## src/rtl/aes_block_loader.sv

```systemverilog
// Byte-serial front end for AES_Encryption: assembles a 128-bit plaintext and key from a byte stream.
// Define AES_LOADER_KEY_REUSE_EN to add the KEY_HOLD port and data-only frames that keep the key.
module aes_block_loader #(
    parameter int unsigned ABORT_CYCLES = 1024
) (
    input  logic         CLK,
    input  logic         RST,
    input  logic [7:0]   BYTE_IN,
    input  logic         BYTE_VALID,
    output logic         BYTE_READY,
`ifdef AES_LOADER_KEY_REUSE_EN
    input  logic         KEY_HOLD,
`endif
    output logic [0:127] DATA,
    output logic [0:127] CIPHER_KEY,
    output logic         BLOCK_VALID,
    input  logic         BLOCK_ACCEPT,
    output logic         FRAME_ABORT
);

    localparam int unsigned IDLE_W = (ABORT_CYCLES > 0) ? $clog2(ABORT_CYCLES + 1) : 1;
    localparam logic [IDLE_W-1:0] IDLE_LAST =
        (ABORT_CYCLES > 0) ? IDLE_W'(ABORT_CYCLES - 1) : '0;

    typedef enum logic [1:0] {StLoadData, StLoadKey, StPresent} state_t;

    state_t            state;
    logic [3:0]        cnt;
    logic [IDLE_W-1:0] idle_cnt;
    logic              xfer;
    logic              last_byte;
    logic              in_frame;
    logic              expire;
    logic              skip_key;

`ifdef AES_LOADER_KEY_REUSE_EN
    logic key_hold_q;
    assign skip_key = key_hold_q;
`else
    assign skip_key = 1'b0;
`endif

    assign xfer      = BYTE_VALID & BYTE_READY;
    assign last_byte = (cnt == 4'd15);
    // A frame is in flight once any byte has landed: always in LoadKey, cnt > 0 in LoadData.
    assign in_frame  = (state == StLoadKey) || ((state == StLoadData) && (cnt != 4'd0));
    // Expiry is the idle cycle that would bring the counter to ABORT_CYCLES; a transfer blocks it.
    assign expire    = (ABORT_CYCLES != 0) && in_frame && !xfer && (idle_cnt == IDLE_LAST);

    always_ff @(posedge CLK or posedge RST) begin
        if (RST) begin
            state       <= StLoadData;
            cnt         <= '0;
            idle_cnt    <= '0;
            BYTE_READY  <= 1'b0;
            BLOCK_VALID <= 1'b0;
            FRAME_ABORT <= 1'b0;
            DATA        <= '0;
            CIPHER_KEY  <= '0;
`ifdef AES_LOADER_KEY_REUSE_EN
            key_hold_q  <= 1'b0;
`endif
        end else begin
            FRAME_ABORT <= 1'b0;
            if (expire) begin
                state       <= StLoadData;
                cnt         <= '0;
                idle_cnt    <= '0;
                FRAME_ABORT <= 1'b1;
                BYTE_READY  <= 1'b1;
                BLOCK_VALID <= 1'b0;
            end else begin
                if (xfer || !in_frame) begin
                    idle_cnt <= '0;
                end else if ((ABORT_CYCLES != 0) && (idle_cnt != '1)) begin
                    idle_cnt <= idle_cnt + IDLE_W'(1);
                end

                unique case (state)
                    StLoadData: begin
                        BYTE_READY <= 1'b1;
                        if (xfer) begin
                            DATA[{cnt, 3'b000} +: 8] <= BYTE_IN;
`ifdef AES_LOADER_KEY_REUSE_EN
                            if (cnt == 4'd0) begin
                                key_hold_q <= KEY_HOLD;
                            end
`endif
                            if (last_byte) begin
                                cnt <= '0;
                                if (skip_key) begin
                                    state       <= StPresent;
                                    BYTE_READY  <= 1'b0;
                                    BLOCK_VALID <= 1'b1;
                                end else begin
                                    state <= StLoadKey;
                                end
                            end else begin
                                cnt <= cnt + 4'd1;
                            end
                        end
                    end
                    StLoadKey: begin
                        BYTE_READY <= 1'b1;
                        if (xfer) begin
                            CIPHER_KEY[{cnt, 3'b000} +: 8] <= BYTE_IN;
                            if (last_byte) begin
                                cnt         <= '0;
                                state       <= StPresent;
                                BYTE_READY  <= 1'b0;
                                BLOCK_VALID <= 1'b1;
                            end else begin
                                cnt <= cnt + 4'd1;
                            end
                        end
                    end
                    StPresent: begin
                        if (BLOCK_ACCEPT) begin
                            state       <= StLoadData;
                            cnt         <= '0;
                            BYTE_READY  <= 1'b1;
                            BLOCK_VALID <= 1'b0;
                        end
                    end
                    default: begin
                        state <= StLoadData;
                        cnt   <= '0;
                    end
                endcase
            end
        end
    end

endmodule

```

## config.mk

```make
export PLATFORM = sky130hd
export DESIGN_NAME = aes_block_loader
export DESIGN_NICKNAME = d
export VERILOG_FILES = /design/src/rtl/aes_block_loader.sv
export SDC_FILE = /design/constraint.sdc
export NUM_CORES = 1
export LEC_CHECK = 0
export CAP_MARGIN = 30
export CORE_UTILIZATION = 50
export CTS_CLUSTER_SIZE = 40
export DETAILED_ROUTE_END_ITERATION = 12
export PLACE_DENSITY = 0.86
export REMOVE_ABC_BUFFERS = 1
export SLEW_MARGIN = 20
export SYNTH_ARGS = -nofsm -noshare
export SYNTH_HDL_FRONTEND = slang
export SYNTH_SLANG_ARGS = --single-unit
```

## constraint.sdc

```tcl
create_clock -name CLK -period 10.3 [get_ports CLK]
set_input_delay 1.03 -clock CLK [delete_from_list [all_inputs] [get_ports CLK]]
set_output_delay 1.03 -clock CLK [all_outputs]
set_load 0.01 [all_outputs]
```

==> flow_summary.rst <==
.. list-table::
   :header-rows: 1

   * - Metric
     - Value
   * - Final worst clock skew
     - 9.55 ps
   * - Iteration-0 DRC Markers
     - 368
   * - Final TNS setup
     - 0 ps
   * - Number of hold violations in the final report
     - 0
   * - Crit path DAT
     - 3510 ps
   * - Number of maximum-capacitance violations
     - 0
   * - Fin. max-slew vios
     - 0
   * - Final instance area
     - 15,200 µm²
   * - Flip-flop cell with the highest count after synthesis
     - sky130_fd_sc_hd__dfrtp_1
   * - Sum of routed wire length over all layers
     - 30,100 µm
   * - Warnings from Yosys
     - 0
   * - Category of the worst setup path launch point
     - flip-flop
   * - Worst-skew pair later-pin latency
     - 530 ps
   * - Number of register bits inferred by synthesis
     - 276
   * - Area Overhead vs Synth
     - 36.1%
   * - Vias after detailed routing
     - 7,477
   * - Most numerous cell types in the synthesized netlist
     - 276 x sky130_fd_sc_hd__dfrtp_1, 256 x sky130_fd_sc_hd__mux2_2, 47 x sky130_fd_sc_hd__and3_1, 26 x sky130_fd_sc_hd__and2_1, 20 x sky130_fd_sc_hd__nor2_2
   * - Clock tree from TritonCTS
     - done
   * - Number of port buffers
     - 270
   * - Library cell with the highest instance count after synthesis
     - sky130_fd_sc_hd__dfrtp_1
   * - # nets final
     - 1,068
   * - Setup violators final
     - 0
   * - Clock Pin Slew Worst Setup and Hold Paths
     - 60 ps
   * - Cell type group with the largest total delay on the critical path
     - simple AND/OR/NAND/NOR gates
   * - Core Region
     - 21,900 µm²
   * - Timing-limited maximum frequency
     - 323 MHz
   * - Required time of the critical path
     - 10,720 ps
   * - Tightest Pin Transition
     - 886 ps
   * - Placed instance count
     - 1,296
   * - Cell Count, Final, Fillers Out
     - 1,351
   * - Overflow left after global routing
     - 0
   * - Cell Pwr Density
     - 248 nW/µm²
   * - Worst path buffer plus inverter count
     - 1
   * - Critical path, cell by cell
     - inv_1 -> nand2_1 -> nor2_1 -> mux2_2
   * - Number of enable flip-flop cells after synthesis
     - 0
   * - Residual DRC
     - 0
   * - Number of library cell types mapped by synthesis
     - 37
   * - Leading cell types by total area after synthesis
     - sky130_fd_sc_hd__dfrtp_1 62%, sky130_fd_sc_hd__mux2_2 26%, sky130_fd_sc_hd__and3_1 2.6%
   * - Post-CTS setup buffer count
     - 0
   * - HPWL after detailed placement
     - 20,600 µm
   * - Number of instances in the synthesized netlist
     - 761
   * - Worst-path maximum fanout
     - 26
   * - Setup repair after global routing missed its margin
     - false
   * - Number of antenna violations at the first check in global routing
     - 0
   * - Share of the clock period used by the worst path
     - 30.0%
   * - Via density
     - 5.53
   * - Area of the mapped netlist
     - 11,200 µm²
   * - Chip Height
     - 152 µm
   * - Starting density of the core
     - 51.2%
   * - Final-layout fill cell count
     - 1,563
   * - Worst vdd rail ir drop
     - 182 µV
   * - Vias in the first global route
     - 7,863
   * - Global-route wire length before repair
     - 45,700 µm
   * - Area post-placement
     - 14,200 µm²
   * - Routed length per instance
     - 22.3 µm
   * - Clock Sink Count
     - 276
   * - CP max stage cell
     - sky130_fd_sc_hd__inv_1
   * - CTS resizes
     - 0
   * - Number of buffers added to fix hold violations after cts
     - 0
   * - H-tree depth
     - 1
   * - Crit. End Element
     - flip-flop
   * - Ratio of cells with drive above 1 in the final layout
     - 31.9%
   * - I/O pin count
     - 271
   * - Min Clock Period, post-route
     - 3090 ps
   * - Top-area cell type share of the netlist area
     - 61.7%
   * - Number of core rows
     - 54
   * - Placer Congestion
     - 0.878
   * - Worst setup path class
     - flip-flop to flip-flop
   * - Clock Root Buffer
     - sky130_fd_sc_hd__clkbuf_16
   * - Post-route antenna net violation count
     - 0
   * - Synth area leader
     - sky130_fd_sc_hd__dfrtp_1
   * - Sequential fraction of the synthesis area
     - 61.7%
   * - First-pass iteration count of the detailed router
     - 5
   * - Overall die area
     - 23,000 µm²
   * - Leak
     - 7.22 nW
   * - Gr usage total
     - 26.5%
   * - Die Wd
     - 152 µm
   * - Number of clock buffers inserted by TritonCTS
     - 29
   * - Max-Slew Margin vs Limit
     - 40.9%
   * - Synth Area per Inst
     - 14.7 µm²
   * - Async set-reset flop share out of synthesis
     - 100%
   * - Count of inserted antenna diode cells
     - 0
   * - Min-Delay Path Class
     - flip-flop to flip-flop
   * - Slowest stage delay, CP
     - 760 ps
   * - Largest net degree at the start of global routing
     - 134
   * - Status
     - finished clean
   * - Buffer depth of the longest clock path
     - 3
## metal layers
layer / routed length (µm) / part of all wire (%) / track usage, % / up-vias
met3: 2480 / 8.2 / 7.16 / 39
met4: 636 / 2.1 / 6.78 / 0
met1: 12400 / 41 / 34.9 / 3873
li1: - / - / - / 3299
met5: 0 / 0 / 0 / -
met2: 14600 / 48 / 43.5 / 266
## path summary, 6_finish.rpt
check	startpoint	endpoint	slack, ps	cells past startpoint
hold / removal	DATA[39]$_DFFE_PP0P_	DATA[39]$_DFFE_PP0P_	500	1
setup / recovery	cnt[2]$_DFFE_PP0P_	DATA[87]$_DFFE_PP0P_	7210	4
min in group asynchronous	RST	CIPHER_KEY[28]$_DFFE_PP0P_	890	2
setup reg to reg	cnt[2]$_DFFE_PP0P_	DATA[87]$_DFFE_PP0P_	7210	4
hold reg to reg	DATA[39]$_DFFE_PP0P_	DATA[39]$_DFFE_PP0P_	500	1
max in group asynchronous	RST	CIPHER_KEY[120]$_DFFE_PP0P_	7780	4
## report_power, final
group	switching, W	internal [W]
clock	0.000425	0.000641
sequential	0.000190	0.00133
combinational	0.000538	0.000652
## through the flow
stage	hold WS [ps]	total power [W]	util, %	setup slack (ps)
final	504	0.00378	69.7	7210
after global routing	519	0.00394	69.7	7010
after CTS	506	0.00379	69.5	7240
after detailed placement	492	0.00272	65.0	6800
after global placement	488	0.00268	64.9	6840
after floorplan	491	0.00203	-	1660
## registers in the layout, indices dropped and copies added (netlist names)
| name | count |
|---|---|
| CIPHER_KEY | 128 |
| DATA | 128 |
| idle_cnt | 11 |
| cnt | 4 |
| state | 2 |
| BLOCK_VALID | 1 |
| BYTE_READY | 1 |
| FRAME_ABORT | 1 |
## layout make-up
type	instances	area, µm²	area share (%)
flip-flops and latches	276	6910	45.3
multi-input cells	461	4190	27.5
repair buffers	275	2770	18.2
clock buffers	38	830	5.44
well taps	280	350	2.30
clock inverters	15	164	1.08
inverters	6	30.0	0.197
## cell usage in the layout (no fill, tap or decap), types with 2 or more instances in the layout
master                            netlist  routed
sky130_fd_sc_hd__nor3_1                 7       7
sky130_fd_sc_hd__nor2_2                20      20
sky130_fd_sc_hd__ha_1                   7       7
sky130_fd_sc_hd__and3_1                47      47
sky130_fd_sc_hd__buf_4                  1       3
sky130_fd_sc_hd__and2_1                26      26
sky130_fd_sc_hd__bufinv_16              0       3
sky130_fd_sc_hd__clkbuf_8               0       7
sky130_fd_sc_hd__nand3_1               12      12
sky130_fd_sc_hd__o2111ai_1              3       3
sky130_fd_sc_hd__clkdlybuf4s50_1        0     270
sky130_fd_sc_hd__nor3b_4                2       2
sky130_fd_sc_hd__clkinv_2               0       7
sky130_fd_sc_hd__or3_1                  7       7
sky130_fd_sc_hd__xor2_1                 3       3
sky130_fd_sc_hd__dfrtp_1              276     276
sky130_fd_sc_hd__mux2_2               256     256
sky130_fd_sc_hd__clkbuf_16              0      29
sky130_fd_sc_hd__clkinvlp_4             0       4
sky130_fd_sc_hd__inv_1                  6       5
sky130_fd_sc_hd__nor2_1                15      15
sky130_fd_sc_hd__a211oi_1               2       2
sky130_fd_sc_hd__a21oi_1                9       9
sky130_fd_sc_hd__o21ai_0                2       2
sky130_fd_sc_hd__nor3_4                 3       3
sky130_fd_sc_hd__nand2_1               17      17
sky130_fd_sc_hd__clkbuf_1              11       2
sky130_fd_sc_hd__or4_1                  5       5
sky130_fd_sc_hd__nand4_1                3       3
sky130_fd_sc_hd__nor4_1                 3       3
## kinds of logic after synthesis
| logic type | count (synthesis) | share of synthesized area [%] |
|---|---|---|
| compound gates | 20 | 1.16 |
| xor+xnor | 4 | 0.313 |
| fa+ha+maj | 7 | 0.782 |
| buf+inv | 24 | 0.905 |
| flops | 276 | 61.7 |
| mux | 256 | 25.7 |
| simple gates | 174 | 9.45 |
(Power assumes the default switching activity.)
